--- src/rtl/point_cal_pkg.sv ---
// Shared types and helpers for the point calibration stream: FSM states,
// coefficient scaling, beat counting and the octant atan/cos/sin tables.
package point_cal_pkg;

    typedef enum logic [1:0] {ST_IDLE, ST_ANGLE, ST_EMIT} state_t;

    localparam int unsigned COEF_FRAC = 8;

    function automatic int unsigned beats(input logic mode, input int unsigned npts);
        return mode ? npts : 2 * npts;
    endfunction

    // tan() at the midpoints between 5.625-degree steps, scaled by 256
    function automatic logic [7:0] atan_thr(input int unsigned i);
        case (i)
            0:       return 8'd13;
            1:       return 8'd38;
            2:       return 8'd64;
            3:       return 8'd92;
            4:       return 8'd121;
            5:       return 8'd153;
            6:       return 8'd190;
            default: return 8'd232;
        endcase
    endfunction

    // cos/sin magnitude of t*5.625 degrees (t = 0..8), 1.0 = 256
    function automatic logic [8:0] trig_oct(input logic [3:0] t, input logic iscos);
        case (t)
            4'd0:    return iscos ? 9'd256 : 9'd0;
            4'd1:    return iscos ? 9'd255 : 9'd25;
            4'd2:    return iscos ? 9'd251 : 9'd50;
            4'd3:    return iscos ? 9'd245 : 9'd74;
            4'd4:    return iscos ? 9'd237 : 9'd98;
            4'd5:    return iscos ? 9'd226 : 9'd121;
            4'd6:    return iscos ? 9'd213 : 9'd142;
            4'd7:    return iscos ? 9'd198 : 9'd162;
            default: return 9'd181;
        endcase
    endfunction

endpackage

--- src/rtl/point_cal_stream_dir.sv ---
// Direction unit: four-stage pipeline from (dx, dy) to signed cos/sin of the
// direction angle, quantised to 5.625-degree steps via octant folding.
module point_dir_unit
    import point_cal_pkg::*;
#(
    parameter int unsigned COEF_W = 10
) (
    input  logic                     clk,
    input  logic                     rst,
    input  logic [9:0]               i_dx,
    input  logic [9:0]               i_dy,
    output logic signed [COEF_W-1:0] o_cos,
    output logic signed [COEF_W-1:0] o_sin
);

    logic [9:0]               r1_ax, r1_ay, r2_mx, r2_mn;
    logic                     r1_sx, r1_sy, r2_sx, r2_sy, r2_swap, r3_sx, r3_sy, r3_swap;
    logic [3:0]               r3_t, w_t;
    logic [8:0]               w_cmag, w_smag;
    logic signed [COEF_W-1:0] w_cos, w_sin;

    // atan: count how many step midpoints the ratio mn/mx has passed
    always_comb begin
        w_t = '0;
        for (int unsigned i = 0; i < 8; i++) begin
            if ({r2_mn, 8'd0} >= 18'(r2_mx) * 18'(atan_thr(i)))
                w_t = w_t + 4'd1;
        end
    end

    always_comb begin
        w_cmag = r3_swap ? trig_oct(r3_t, 1'b0) : trig_oct(r3_t, 1'b1);
        w_smag = r3_swap ? trig_oct(r3_t, 1'b1) : trig_oct(r3_t, 1'b0);
        w_cos  = COEF_W'(w_cmag);
        w_sin  = COEF_W'(w_smag);
        if (r3_sx) w_cos = -w_cos;
        if (r3_sy) w_sin = -w_sin;
    end

    always_ff @(posedge clk or posedge rst) begin
        if (rst) begin
            r1_ax <= '0; r1_ay <= '0; r1_sx <= 1'b0; r1_sy <= 1'b0;
            r2_mx <= '0; r2_mn <= '0; r2_swap <= 1'b0; r2_sx <= 1'b0; r2_sy <= 1'b0;
            r3_t <= '0; r3_swap <= 1'b0; r3_sx <= 1'b0; r3_sy <= 1'b0;
            o_cos <= '0; o_sin <= '0;
        end else begin
            r1_ax   <= i_dx[9] ? (~i_dx + 10'd1) : i_dx;
            r1_ay   <= i_dy[9] ? (~i_dy + 10'd1) : i_dy;
            r1_sx   <= i_dx[9];
            r1_sy   <= i_dy[9];
            r2_swap <= r1_ay > r1_ax;
            r2_mx   <= (r1_ay > r1_ax) ? r1_ay : r1_ax;
            r2_mn   <= (r1_ay > r1_ax) ? r1_ax : r1_ay;
            r2_sx   <= r1_sx;
            r2_sy   <= r1_sy;
            r3_t    <= w_t;
            r3_swap <= r2_swap;
            r3_sx   <= r2_sx;
            r3_sy   <= r2_sy;
            o_cos   <= w_cos;
            o_sin   <= w_sin;
        end
    end

endmodule

--- src/rtl/point_cal_stream.sv ---
// Streams NPTS sample points per side along the centre-to-boundary direction,
// one registered beat per valid/ready handshake.
module point_cal_stream
    import point_cal_pkg::*;
#(
    parameter int unsigned WIDTH    = 10,
    parameter int unsigned NPTS     = 4,
    parameter int unsigned STEP     = 3,
    parameter int unsigned COEF_W   = 10,
    parameter int unsigned TRIG_LAT = 4
) (
    input  logic                       clk,
    input  logic                       rst,
    input  logic                       in_valid,
    output logic                       in_ready,
    input  logic [WIDTH-1:0]           xc,
    input  logic [WIDTH-1:0]           yc,
    input  logic [WIDTH-1:0]           xb,
    input  logic [WIDTH-1:0]           yb,
    input  logic                       mode,
    output logic                       out_valid,
    input  logic                       out_ready,
    output logic [WIDTH-1:0]           out_x,
    output logic [WIDTH-1:0]           out_y,
    output logic [$clog2(NPTS+1)-1:0]  out_idx,
    output logic                       out_side,
    output logic                       out_last,
    output logic                       busy
);

    localparam int unsigned ACC_W = COEF_W + $clog2(NPTS * STEP + 1) + 1;
    localparam int unsigned IDX_W = $clog2(NPTS + 1);
    localparam int unsigned BW    = $clog2(2 * NPTS + 1);
    localparam int unsigned CW    = $clog2(TRIG_LAT + 1);
    localparam logic signed [ACC_W-1:0] STEP_S = ACC_W'(STEP);

    state_t                      r_state, w_state_nxt;
    logic [WIDTH-1:0]            r_xc, r_yc, r_xb, r_yb, r_x, r_y;
    logic [WIDTH-1:0]            w_dx, w_dy, w_off_x, w_off_y, w_x_nxt, w_y_nxt;
    logic                        r_mode, r_valid, r_side, r_last;
    logic [CW-1:0]               r_cnt;
    logic signed [COEF_W-1:0]    r_cos, r_sin, w_dir_cos, w_dir_sin, w_coef_c, w_coef_s;
    logic signed [ACC_W-1:0]     r_acc_c, r_acc_s, w_acc_c_nxt, w_acc_s_nxt;
    logic signed [ACC_W+WIDTH-1:0] w_ext_c, w_ext_s;
    logic [IDX_W-1:0]            r_k, w_k_nxt;
    logic [BW-1:0]               r_beat, w_beat_nxt;
    logic                        w_side_nxt, w_last_nxt, w_new_k, w_zero;
    logic                        w_angle_done, w_fire, w_load;

    assign w_dx = r_xb - r_xc;
    assign w_dy = r_yb - r_yc;
    assign w_zero = (w_dx == '0) && (w_dy == '0);

    point_dir_unit #(.COEF_W(COEF_W)) u_dir (
        .clk  (clk),
        .rst  (rst),
        .i_dx (w_dx[WIDTH-1 -: 10]),
        .i_dy (w_dy[WIDTH-1 -: 10]),
        .o_cos(w_dir_cos),
        .o_sin(w_dir_sin)
    );

    assign w_angle_done = (r_state == ST_ANGLE) && (r_cnt == CW'(TRIG_LAT));
    assign w_fire       = r_valid && out_ready;
    assign w_load       = w_angle_done || ((r_state == ST_EMIT) && w_fire && !r_last);

    always_comb begin
        w_state_nxt = r_state;
        case (r_state)
            ST_IDLE:  if (in_valid) w_state_nxt = ST_ANGLE;
            ST_ANGLE: if (w_angle_done) w_state_nxt = ST_EMIT;
            ST_EMIT:  if (w_fire && r_last) w_state_nxt = ST_IDLE;
            default:  w_state_nxt = ST_IDLE;
        endcase
    end

    // Next beat is built from the captured coefficients, or straight from the
    // direction unit on the ANGLE->EMIT edge so the first beat has no bubble.
    always_comb begin
        w_coef_c    = w_angle_done ? (w_zero ? '0 : w_dir_cos) : r_cos;
        w_coef_s    = w_angle_done ? (w_zero ? '0 : w_dir_sin) : r_sin;
        w_new_k     = w_angle_done || r_mode || !r_side;
        w_acc_c_nxt = r_acc_c;
        w_acc_s_nxt = r_acc_s;
        if (w_new_k) begin
            w_acc_c_nxt = (w_angle_done ? '0 : r_acc_c) + ACC_W'(w_coef_c) * STEP_S;
            w_acc_s_nxt = (w_angle_done ? '0 : r_acc_s) + ACC_W'(w_coef_s) * STEP_S;
        end
        w_ext_c    = (ACC_W + WIDTH)'(w_acc_c_nxt) >>> COEF_FRAC;
        w_ext_s    = (ACC_W + WIDTH)'(w_acc_s_nxt) >>> COEF_FRAC;
        w_off_x    = w_ext_c[WIDTH-1:0];
        w_off_y    = w_ext_s[WIDTH-1:0];
        w_side_nxt = w_angle_done || r_mode || !r_side;
        w_k_nxt    = w_angle_done ? IDX_W'(1) : (w_new_k ? r_k + IDX_W'(1) : r_k);
        w_beat_nxt = w_angle_done ? '0 : r_beat + BW'(1);
        w_last_nxt = (w_beat_nxt == BW'(beats(r_mode, NPTS) - 1));
        w_x_nxt    = w_side_nxt ? r_xb + w_off_x : r_xb - w_off_x;
        w_y_nxt    = w_side_nxt ? r_yb + w_off_y : r_yb - w_off_y;
    end

    always_ff @(posedge clk or posedge rst) begin
        if (rst) r_state <= ST_IDLE;
        else     r_state <= w_state_nxt;
    end

    always_ff @(posedge clk or posedge rst) begin
        if (rst) begin
            r_xc <= '0; r_yc <= '0; r_xb <= '0; r_yb <= '0; r_mode <= 1'b0;
            r_cnt <= '0; r_cos <= '0; r_sin <= '0; r_acc_c <= '0; r_acc_s <= '0;
            r_k <= '0; r_beat <= '0; r_side <= 1'b0; r_last <= 1'b0;
            r_x <= '0; r_y <= '0; r_valid <= 1'b0;
        end else begin
            if (r_state == ST_IDLE && in_valid) begin
                r_xc   <= xc;
                r_yc   <= yc;
                r_xb   <= xb;
                r_yb   <= yb;
                r_mode <= mode;
                r_cnt  <= '0;
            end
            if (r_state == ST_ANGLE && !w_angle_done) r_cnt <= r_cnt + CW'(1);
            if (w_angle_done) begin
                r_cos <= w_coef_c;
                r_sin <= w_coef_s;
            end
            if (w_load) begin
                r_acc_c <= w_acc_c_nxt;
                r_acc_s <= w_acc_s_nxt;
                r_k     <= w_k_nxt;
                r_beat  <= w_beat_nxt;
                r_side  <= w_side_nxt;
                r_last  <= w_last_nxt;
                r_x     <= w_x_nxt;
                r_y     <= w_y_nxt;
                r_valid <= 1'b1;
            end else if (w_fire && r_last) begin
                r_valid <= 1'b0;
            end
        end
    end

    assign in_ready  = (r_state == ST_IDLE);
    assign busy      = (r_state != ST_IDLE);
    assign out_valid = r_valid;
    assign out_x     = r_x;
    assign out_y     = r_y;
    assign out_idx   = r_k;
    assign out_side  = r_side;
    assign out_last  = r_last;

endmodule

--- config.mk ---
export PLATFORM = sky130hd
export DESIGN_NAME = point_cal_stream
export DESIGN_NICKNAME = d
export VERILOG_FILES = /design/src/rtl/point_cal_pkg.sv /design/src/rtl/point_cal_stream_dir.sv /design/src/rtl/point_cal_stream.sv
export SDC_FILE = /design/constraint.sdc
export NUM_CORES = 1
export LEC_CHECK = 0
export CAP_MARGIN = 40
export CORE_MARGIN = 4
export CORE_UTILIZATION = 46
export DETAILED_ROUTE_END_ITERATION = 10
export MAX_ROUTING_LAYER = met4
export PLACE_DENSITY = 0.62
export SETUP_SLACK_MARGIN = 0.3
export SLEW_MARGIN = 20
export SYNTH_ARGS = -nofsm -noshare
export SYNTH_HDL_FRONTEND = slang
export SYNTH_HIERARCHICAL = 1
export SYNTH_SLANG_ARGS = --single-unit
--- constraint.sdc ---
create_clock -name clk -period 11.7 [get_ports clk]
set_input_delay 1.755 -clock clk [delete_from_list [all_inputs] [get_ports clk]]
set_output_delay 1.755 -clock clk [all_outputs]
set_load 0.1 [all_outputs]
# == After elaboration in Yosys (flattened, before gate mapping) ==
# Memory sizes are Yosys's and may differ from the RTL's.
# Cells that the tools add are included.
# word_totals
reg_bits,198
memories,4
wordCells,155
output_inout_bits,28
inputBits,45
romBits,272
# op_classes
bitwise,2
order_cmp,9
reduce_logical,24
muxes,42
eq_ne,7
mul,9
n_addsub,23
# mem_list
name,depth,word_bits,rd,rd_clocked_by_memory_dff,write_ports,line_no,source
(no name shown),8,9,1,0,0,point_cal_pkg.sv:29,case (t)
(no name shown),8,9,1,0,0,point_cal_pkg.sv:29,
(no name shown),8,8,1,0,0,point_cal_pkg.sv:29,
(no name shown),8,8,1,0,0,point_cal_pkg.sv:29,
# ops
cell,n
>= comparator 18 bit,7
two-way mux 10 bit,12
two-way mux 15 bit,4
two-way mux 9 bit,6
multiplier 10 x 5 -> 15 bit (second input constant),3
subtractor 10 bit,4
two-way mux 4 bit,9
multiplier 10 x 7 -> 17 bit (second input constant),2
adder 15 bit,2
multiplier 15 x 2 -> 15 bit (second input constant),2
adder 4 x 1 -> 4 bit (second input constant),7
adder 10 x 1 -> 10 bit (second input constant),2
adder 10 bit,2
logical NOT 10 bit,2
negation 9 -> 10 bit,2
inverter 10 bit,2
>= comparator 18 x 16 -> 1 bit,1
multiplier 10 x 8 -> 18 bit (second input constant),1
multiplier 10 x 4 -> 14 bit (second input constant),1
two-way mux 3 bit,4
greater-than comparator 10 bit,1
logical AND 1 bit,8
nonzero test 2 bit,4
adder 3 x 1 -> 3 bit (second input constant),2
16 further kinds,26

# == Depth between registers and ports, before layout ==
# depth
ltp_word,17
mapped_depth,41
ltp_nobuf,40

# == Cells and area by module ==
# The synthesis kept the hierarchy.
# by_module_without_submodules
mod,cells_per_inst,instances,seq_area_each_um2,area_each_um2
point_dir_unit,1437,1,1801.7,12839.8
point_cal_stream,1039,1,3153.0,9017.4

# == Worst setup path before layout ==
# OpenSTA, ideal clock, no wires.
# synth_timing
path_kind,register to register
start,reg u_dir.r2_mx[3]
end,reg u_dir.r3_t[1]
stages_incl_launch_ff,33
synth_period_minus_slack_ns,7.324
n_path_buf,0
setup_time_ns,0.125
arrival_ns,7.199
t_required_ns,11.575
path_slack_ns,4.376
cell_sequence,dfrtp_1 ha_1 ha_1 ha_1 and3_1 a311o_1 a21o_1 nand2_1 a21boi_0 o21a_1 o21a_1 o21a_1 o41ai_1 xnor2_1 ha_1 a21o_1 a2111oi_0 nand2_1 a41oi_1 ha_1 xor2_2 xnor2_4 inv_1 ha_1 inv_1 xnor2_1 o22ai_1 a31oi_1 ha_1 nand2_1 o21ai_0 ha_1 mux2_2
# synth_via
elab_chain_cells,17
elab_cells_between_ends,30
cone_classes,add/sub (7); mul (7); order compare (8); mux (8)
# synth_lines
item,line_no,source
from (decl),point_cal_stream_dir.sv:16,"logic [9:0] r1_ax, r1_ay, r2_mx, r2_mn;"
from (signal assigned),point_cal_stream_dir.sv:52,r2_mx <= (r1_ay > r1_ax) ? r1_ay : r1_ax;
multiplier 10 x 4 -> 14 bit,point_cal_stream_dir.sv:26,"if ({r2_mn, 8'd0} >= 18'(r2_mx) * 18'(atan_thr(i)))"
>= comparator 18 bit,point_cal_stream_dir.sv:26,
two-way mux 1 bit,point_cal_stream_dir.sv:26,
adder 1 x 1 -> 2 bit,point_cal_stream_dir.sv:27,w_t = w_t + 4'd1;
two-way mux 4 bit,point_cal_stream_dir.sv:26,
adder 4 x 1 -> 4 bit,point_cal_stream_dir.sv:27,
two-way mux 4 bit,point_cal_stream_dir.sv:26,
adder 4 x 1 -> 4 bit,point_cal_stream_dir.sv:27,
[2 not listed],-,
two-way mux 4 bit,point_cal_stream_dir.sv:26,
adder 4 x 1 -> 4 bit,point_cal_stream_dir.sv:27,
two-way mux 4 bit,point_cal_stream_dir.sv:26,
adder 4 x 1 -> 4 bit,point_cal_stream_dir.sv:27,
two-way mux 4 bit,point_cal_stream_dir.sv:26,
adder 4 x 1 -> 4 bit,point_cal_stream_dir.sv:27,
two-way mux 4 bit (*),point_cal_stream_dir.sv:26,
via u_dir.w_t[1],point_cal_stream_dir.sv:18,"logic [3:0] r3_t, w_t;"
to (signal assigned),point_cal_stream_dir.sv:56,r3_t <= w_t;
to (decl),point_cal_stream_dir.sv:18,
# The timed path passes the listed nets; every way through them passes the cells marked *.
# A chain may end at the register's enable or synchronous reset.

# == Final worst setup path ==
# layout_timing
start,reg r_xb[0]
end,"reg r_y[9], in the netlist out_y[9]"
# layout_via
elab_chain_cells,10
elab_cells_between_ends,11
cone_classes,add/sub (4); mul (1); mux (4); reduce/logical (2)
# layout_lines
item,line_no,source
from (decl),point_cal_stream.sv:38,"logic [WIDTH-1:0] r_xc, r_yc, r_xb, r_yb, r_x, r_y;"
from (signal assigned),point_cal_stream.sv:108,r_xc <= '0; r_yc <= '0; r_xb <= '0; r_yb <= '0; r_mode <= 1'b0;
from (signal assigned),point_cal_stream.sv:116,r_xb <= xb;
subtractor 10 bit (*),point_cal_stream.sv:50,assign w_dx = r_xb - r_xc;
via w_dx[8],point_cal_stream.sv:39,"logic [WIDTH-1:0] w_dx, w_dy, w_off_x, w_off_y, w_x_nxt, w_y_nxt;"
logical NOT 10 bit (*),point_cal_stream.sv:52,assign w_zero = (w_dx == '0) && (w_dy == '0);
logical AND 1 bit (*),point_cal_stream.sv:52,
two-way mux 10 bit (*) (2 in a row),point_cal_stream.sv:81,w_coef_s = w_angle_done ? (w_zero ? '0 : w_dir_sin) : r_sin;
via w_coef_s[0],point_cal_stream.sv:42,"logic signed [COEF_W-1:0] r_cos, r_sin, w_dir_cos, w_dir_sin, w_coef_c, w_coef_s;"
multiplier 15 x 2 -> 15 bit (*),point_cal_stream.sv:87,w_acc_s_nxt = (w_angle_done ? '0 : r_acc_s) + ACC_W'(w_coef_s) * STEP_S;
adder 15 bit (*),point_cal_stream.sv:87,
two-way mux 15 bit (*),point_cal_stream.sv:85,if (w_new_k) begin
subtractor 10 bit or adder 10 bit (tied branches),point_cal_stream.sv:98,w_y_nxt = w_side_nxt ? r_yb + w_off_y : r_yb - w_off_y;
two-way mux 10 bit (*),point_cal_stream.sv:98,
to (signal assigned),point_cal_stream.sv:134,r_y <= w_y_nxt;
to (decl),point_cal_stream.sv:38,
# Marked as above.

==> metrics.md <==
| Metric | Value |
|---|---|
| Clock-pin slew on the worst setup and hold paths | 0.08 ns |
| First-pass GRT wire length | 93,000 microns |
| EDFF count, synth | 0 |
| Reg2reg setup slack | 3.47 ns |
| PostCTS Resize Cnt | 0 |
| Via count | approximately 18,000 |
| Async S/R FF share, synth | 100% |
| Max_slew headroom | 43.8% |
| Syn Area/Cell | 8.83 sq um |
| Congestion Overflow GR | 0 |
| Worst-case reg-to-reg path depth | 41 |
| Final Max Tran Viols | 0 |
| RSZ-0062 raised after global routing | false |
| H-tree levels | 4 |
| FILL cells | 4,345 |
| Clk_skew | 0.0108 ns |
| Slowest stage delay, CP | 0.47 ns |
| Peak Freq | approximately 120 MHz |
| CTS tree | built |
| Clock Sink Count | slightly below 200 |
| Final worst setup slack | between 3 and 4 ns |
| Initial antenna violation count | 0 |
| Initial drt markers | 1,096 |
| Dpl hpwl | 43,800 microns |
| DR WL/cell | 17.4 microns |
| Synthesis Warnings | 6 |
| Syn_nets | 2,971 |
| Gr usage total | 23.1% |
| Core region area | 0.0468 sq mm |
| Cell Area, Placed | between 0.02 and 0.025 sq mm |
| Design area | 0.0245 sq mm |
| Area Growth Syn to Fin | 12.0% |
| Post-CTS Hold Buffers | 0 |
| Post CTS Setup Buffer Count | 0 |
| Minimum clock period | about 8.2 ns |
| CP dominant cell by count | inv_1 |
| Top Ports | 73 |
| Worst slew pin tran | 0.840 ns |
| Die area | 0.0511 sq mm |
| Period Utilization, post-route | 70.3% |
| Routed Antenna Nets | 0 |
| Critical path required time | 12.05 ns |
| Arrival time at the worst endpoint | 8.58 ns |
| Post-Syn Area | 0.0219 sq mm |
| MaxCap Viol Count | 0 |
| Critical path origin | r_xb[0]$_DFFE_PP0P_ |
| Crit Path Max Fanout | 23 |
| Root Buffer | clkbuf_16 |
| Main synth FF type | dfrtp_1 |
| Vias in the first global route | 17,977 |
| Outcome | complete, no violations |
| Setup crit end | out_y[9]$_DFFE_PP0P_ |
| Post-layout nets | 3,054 |
| Hold Vio Cnt, Final | 0 |
| Total negative slack | 0 ns |
| Num CTS Buffers | 17 |
| Die span in x | 226 microns |
| I/O Buffers | slightly above 70 |
| DRC violations left | 0 |
| Final WL | 55,400 microns |
| Critical path's slowest cell | fa_1 |
| Synth cell types | 94 |
| Gpl congestion | roughly 0.90 |
| CP Capture Type | flip-flop |
| Die H | 226 microns |
| R2R Path Start | r_xb[0]$_DFFE_PP0P_ |
| Post-synthesis sequential area ratio | 22.7% |
| FF+latch count, synth | between 150 and 200 |
| Largest net degree at the start of global routing | 65 |
| Number of buffers on the longest clock path | 2 |
| Critical R2R Capture | out_y[9]$_DFFE_PP0P_ |
| Clock Latency Late Sink | 0.46 ns |
| Starting density of the core | 46.7% |
| Hold WS | 0.354 ns |
| Num rows | 79 |
| Startpoint class of the critical path | flip-flop |
| Routed vias/inst | 5.56 |
| Share of layout cells above drive strength 1 | 6.69% |
| Setup Viol. Count Final | 0 |
| Mapped Cells | 2,476 |
| Diode count | 0 |
| First-pass DRT Iterations | 7 |
| Worst Path Class, Setup | reg -> reg |
| Dpl ws | 3.35 ns |
| Worst Hold Class | reg -> reg |
registers in the layout, indices dropped and copies added, names as in the netlist, 2 cells and up:
name         count
out_idx          3
out_x           10
out_y           10
r_acc_c         15
r_acc_s         15
r_beat           4
r_cnt            3
r_cos           10
r_sin           10
r_state          2
r_xb            10
r_xc            10
r_yb            10
r_yc            10
u_dir/o_cos     10
u_dir/o_sin     10
u_dir/r1_ax     10
u_dir/r1_ay     10
u_dir/r2_mn     10
u_dir/r2_mx     10
u_dir/r3_t       4
cell families after synthesis:
kind of cell / count (synthesis) / share of synthesized area (%)
buf+inv: 366 / 6.33
compound gates: 527 / 16.2
xor+xnor: 184 / 7.62
fa+ha+maj: 450 / 29.3
mux: 37 / 1.85
flops: 198 / 22.7
simple gates: 714 / 16.0
placed cells by master, fill, tap and decap left out, types with 11 or more instances in the layout:
cell	n
a211oi_1	20
a21boi_0	17
a21o_1	45
a21oi_1	116
a31oi_1	11
and2_1	34
and3_1	13
buf_4	25
buf_8	28
clkbuf_16	17
clkdlybuf4s50_1	72
dfrtp_1	198
fa_1	103
ha_1	347
inv_1	295
mux2_2	24
mux2i_1	12
nand2_1	276
nand2b_1	33
nand3_1	82
nor2_1	115
nor2b_1	23
nor3_1	32
nor4_1	11
o2111ai_1	25
o211ai_1	15
o21a_1	28
o21ai_0	125
o21bai_1	22
o31ai_1	21
or4_1	19
xnor2_1	111
xor2_1	68
Yosys cell counts, types with 10 or more instances:
cell type | instances | area [sq um]
o31ai_1 | 21 | 158
or2_2 | 10 | 62.6
nor4_1 | 12 | 75.1
nand2b_1 | 33 | 206
ha_1 | 347 | 4340
xnor2_1 | 111 | 972
mux2_2 | 24 | 270
a211oi_1 | 20 | 150
nor2b_1 | 23 | 144
nand3_1 | 82 | 410
a21boi_0 | 17 | 128
nor2_1 | 116 | 435
or3_1 | 10 | 62.6
nand4_1 | 10 | 62.6
inv_1 | 297 | 1110
nand2_1 | 276 | 1040
clkbuf_1 | 61 | 229
and2_1 | 35 | 219
nor3_1 | 32 | 160
o311a_1 | 10 | 100
mux2i_1 | 12 | 120
o21bai_1 | 22 | 165
o21ai_0 | 125 | 626
o21a_1 | 28 | 210
and3_1 | 13 | 81.3
a21oi_1 | 116 | 581
dfrtp_1 | 198 | 4950
o2111ai_1 | 25 | 219
a21o_1 | 45 | 338
o211ai_1 | 15 | 113
xor2_1 | 68 | 596
or4_1 | 19 | 143
fa_1 | 103 | 2060
a31oi_1 | 11 | 68.8
or4b_2 | 10 | 100
worst min-delay path by stage:
stage                                         end  cells past startpoint               startpoint  slack (ns)
after global routing        u_dir/r2_sy$_DFF_PP0_                      0    u_dir/r1_sy$_DFF_PP0_        0.37
after floorplan             u_dir/r2_sx$_DFF_PP0_                      0    u_dir/r1_sx$_DFF_PP0_        0.33
after detailed placement  u_dir/r3_swap$_DFF_PP0_                      0  u_dir/r2_swap$_DFF_PP0_        0.34
after CTS                 u_dir/r3_swap$_DFF_PP0_                      0  u_dir/r2_swap$_DFF_PP0_        0.36
final                     u_dir/r3_swap$_DFF_PP0_                      0  u_dir/r2_swap$_DFF_PP0_        0.35
after global placement      u_dir/r2_sx$_DFF_PP0_                      0    u_dir/r1_sx$_DFF_PP0_        0.33
per-layer routing:
metal,share of wire (%),track usage [%],wire [microns],up-vias
met2,47,37.8,26200,321
met4,2.3,6.11,1270,0
met3,2.9,1.95,1590,63
li1,-,-,-,8749
met1,48,31.0,26400,8546
met5,0,-,0,-
through the flow:
stage                     instances  util, %
after global routing           3179     52.3
after detailed placement       3146     51.0
after global placement         3111     49.8
after floorplan                2476        -
final                          3179     52.3
after CTS                      3178     52.3
cell type report:
class,instances,area (sq um),share of cell area (%)
Tap cell,607,759,3.10
Clock inverter,13,166,0.680
Inverter,298,1120,4.59
Sequential cell,198,4950,20.2
Timing Repair Buffer,132,1500,6.12
Multi-Input combinational cell,1912,15500,63.4
Clock buffer,19,443,1.81
critical path: cells and delay by family, from the launching register on:
family / cells / cell delay, ns
AO/OA/AOI/OAI: 12 / 2.29
XOR/XNOR: 3 / 0.81
adder cells (fa/ha/maj): 7 / 2.11
buffers and inverters: 6 / 0.66
flip-flops: 1 / 0.39
multiplexers: 1 / 0.07
AND/OR/NAND/NOR: 12 / 1.75
Power is not shown: default switching activity piles up to over one toggle a cycle in this logic, so the estimate is an artifact.
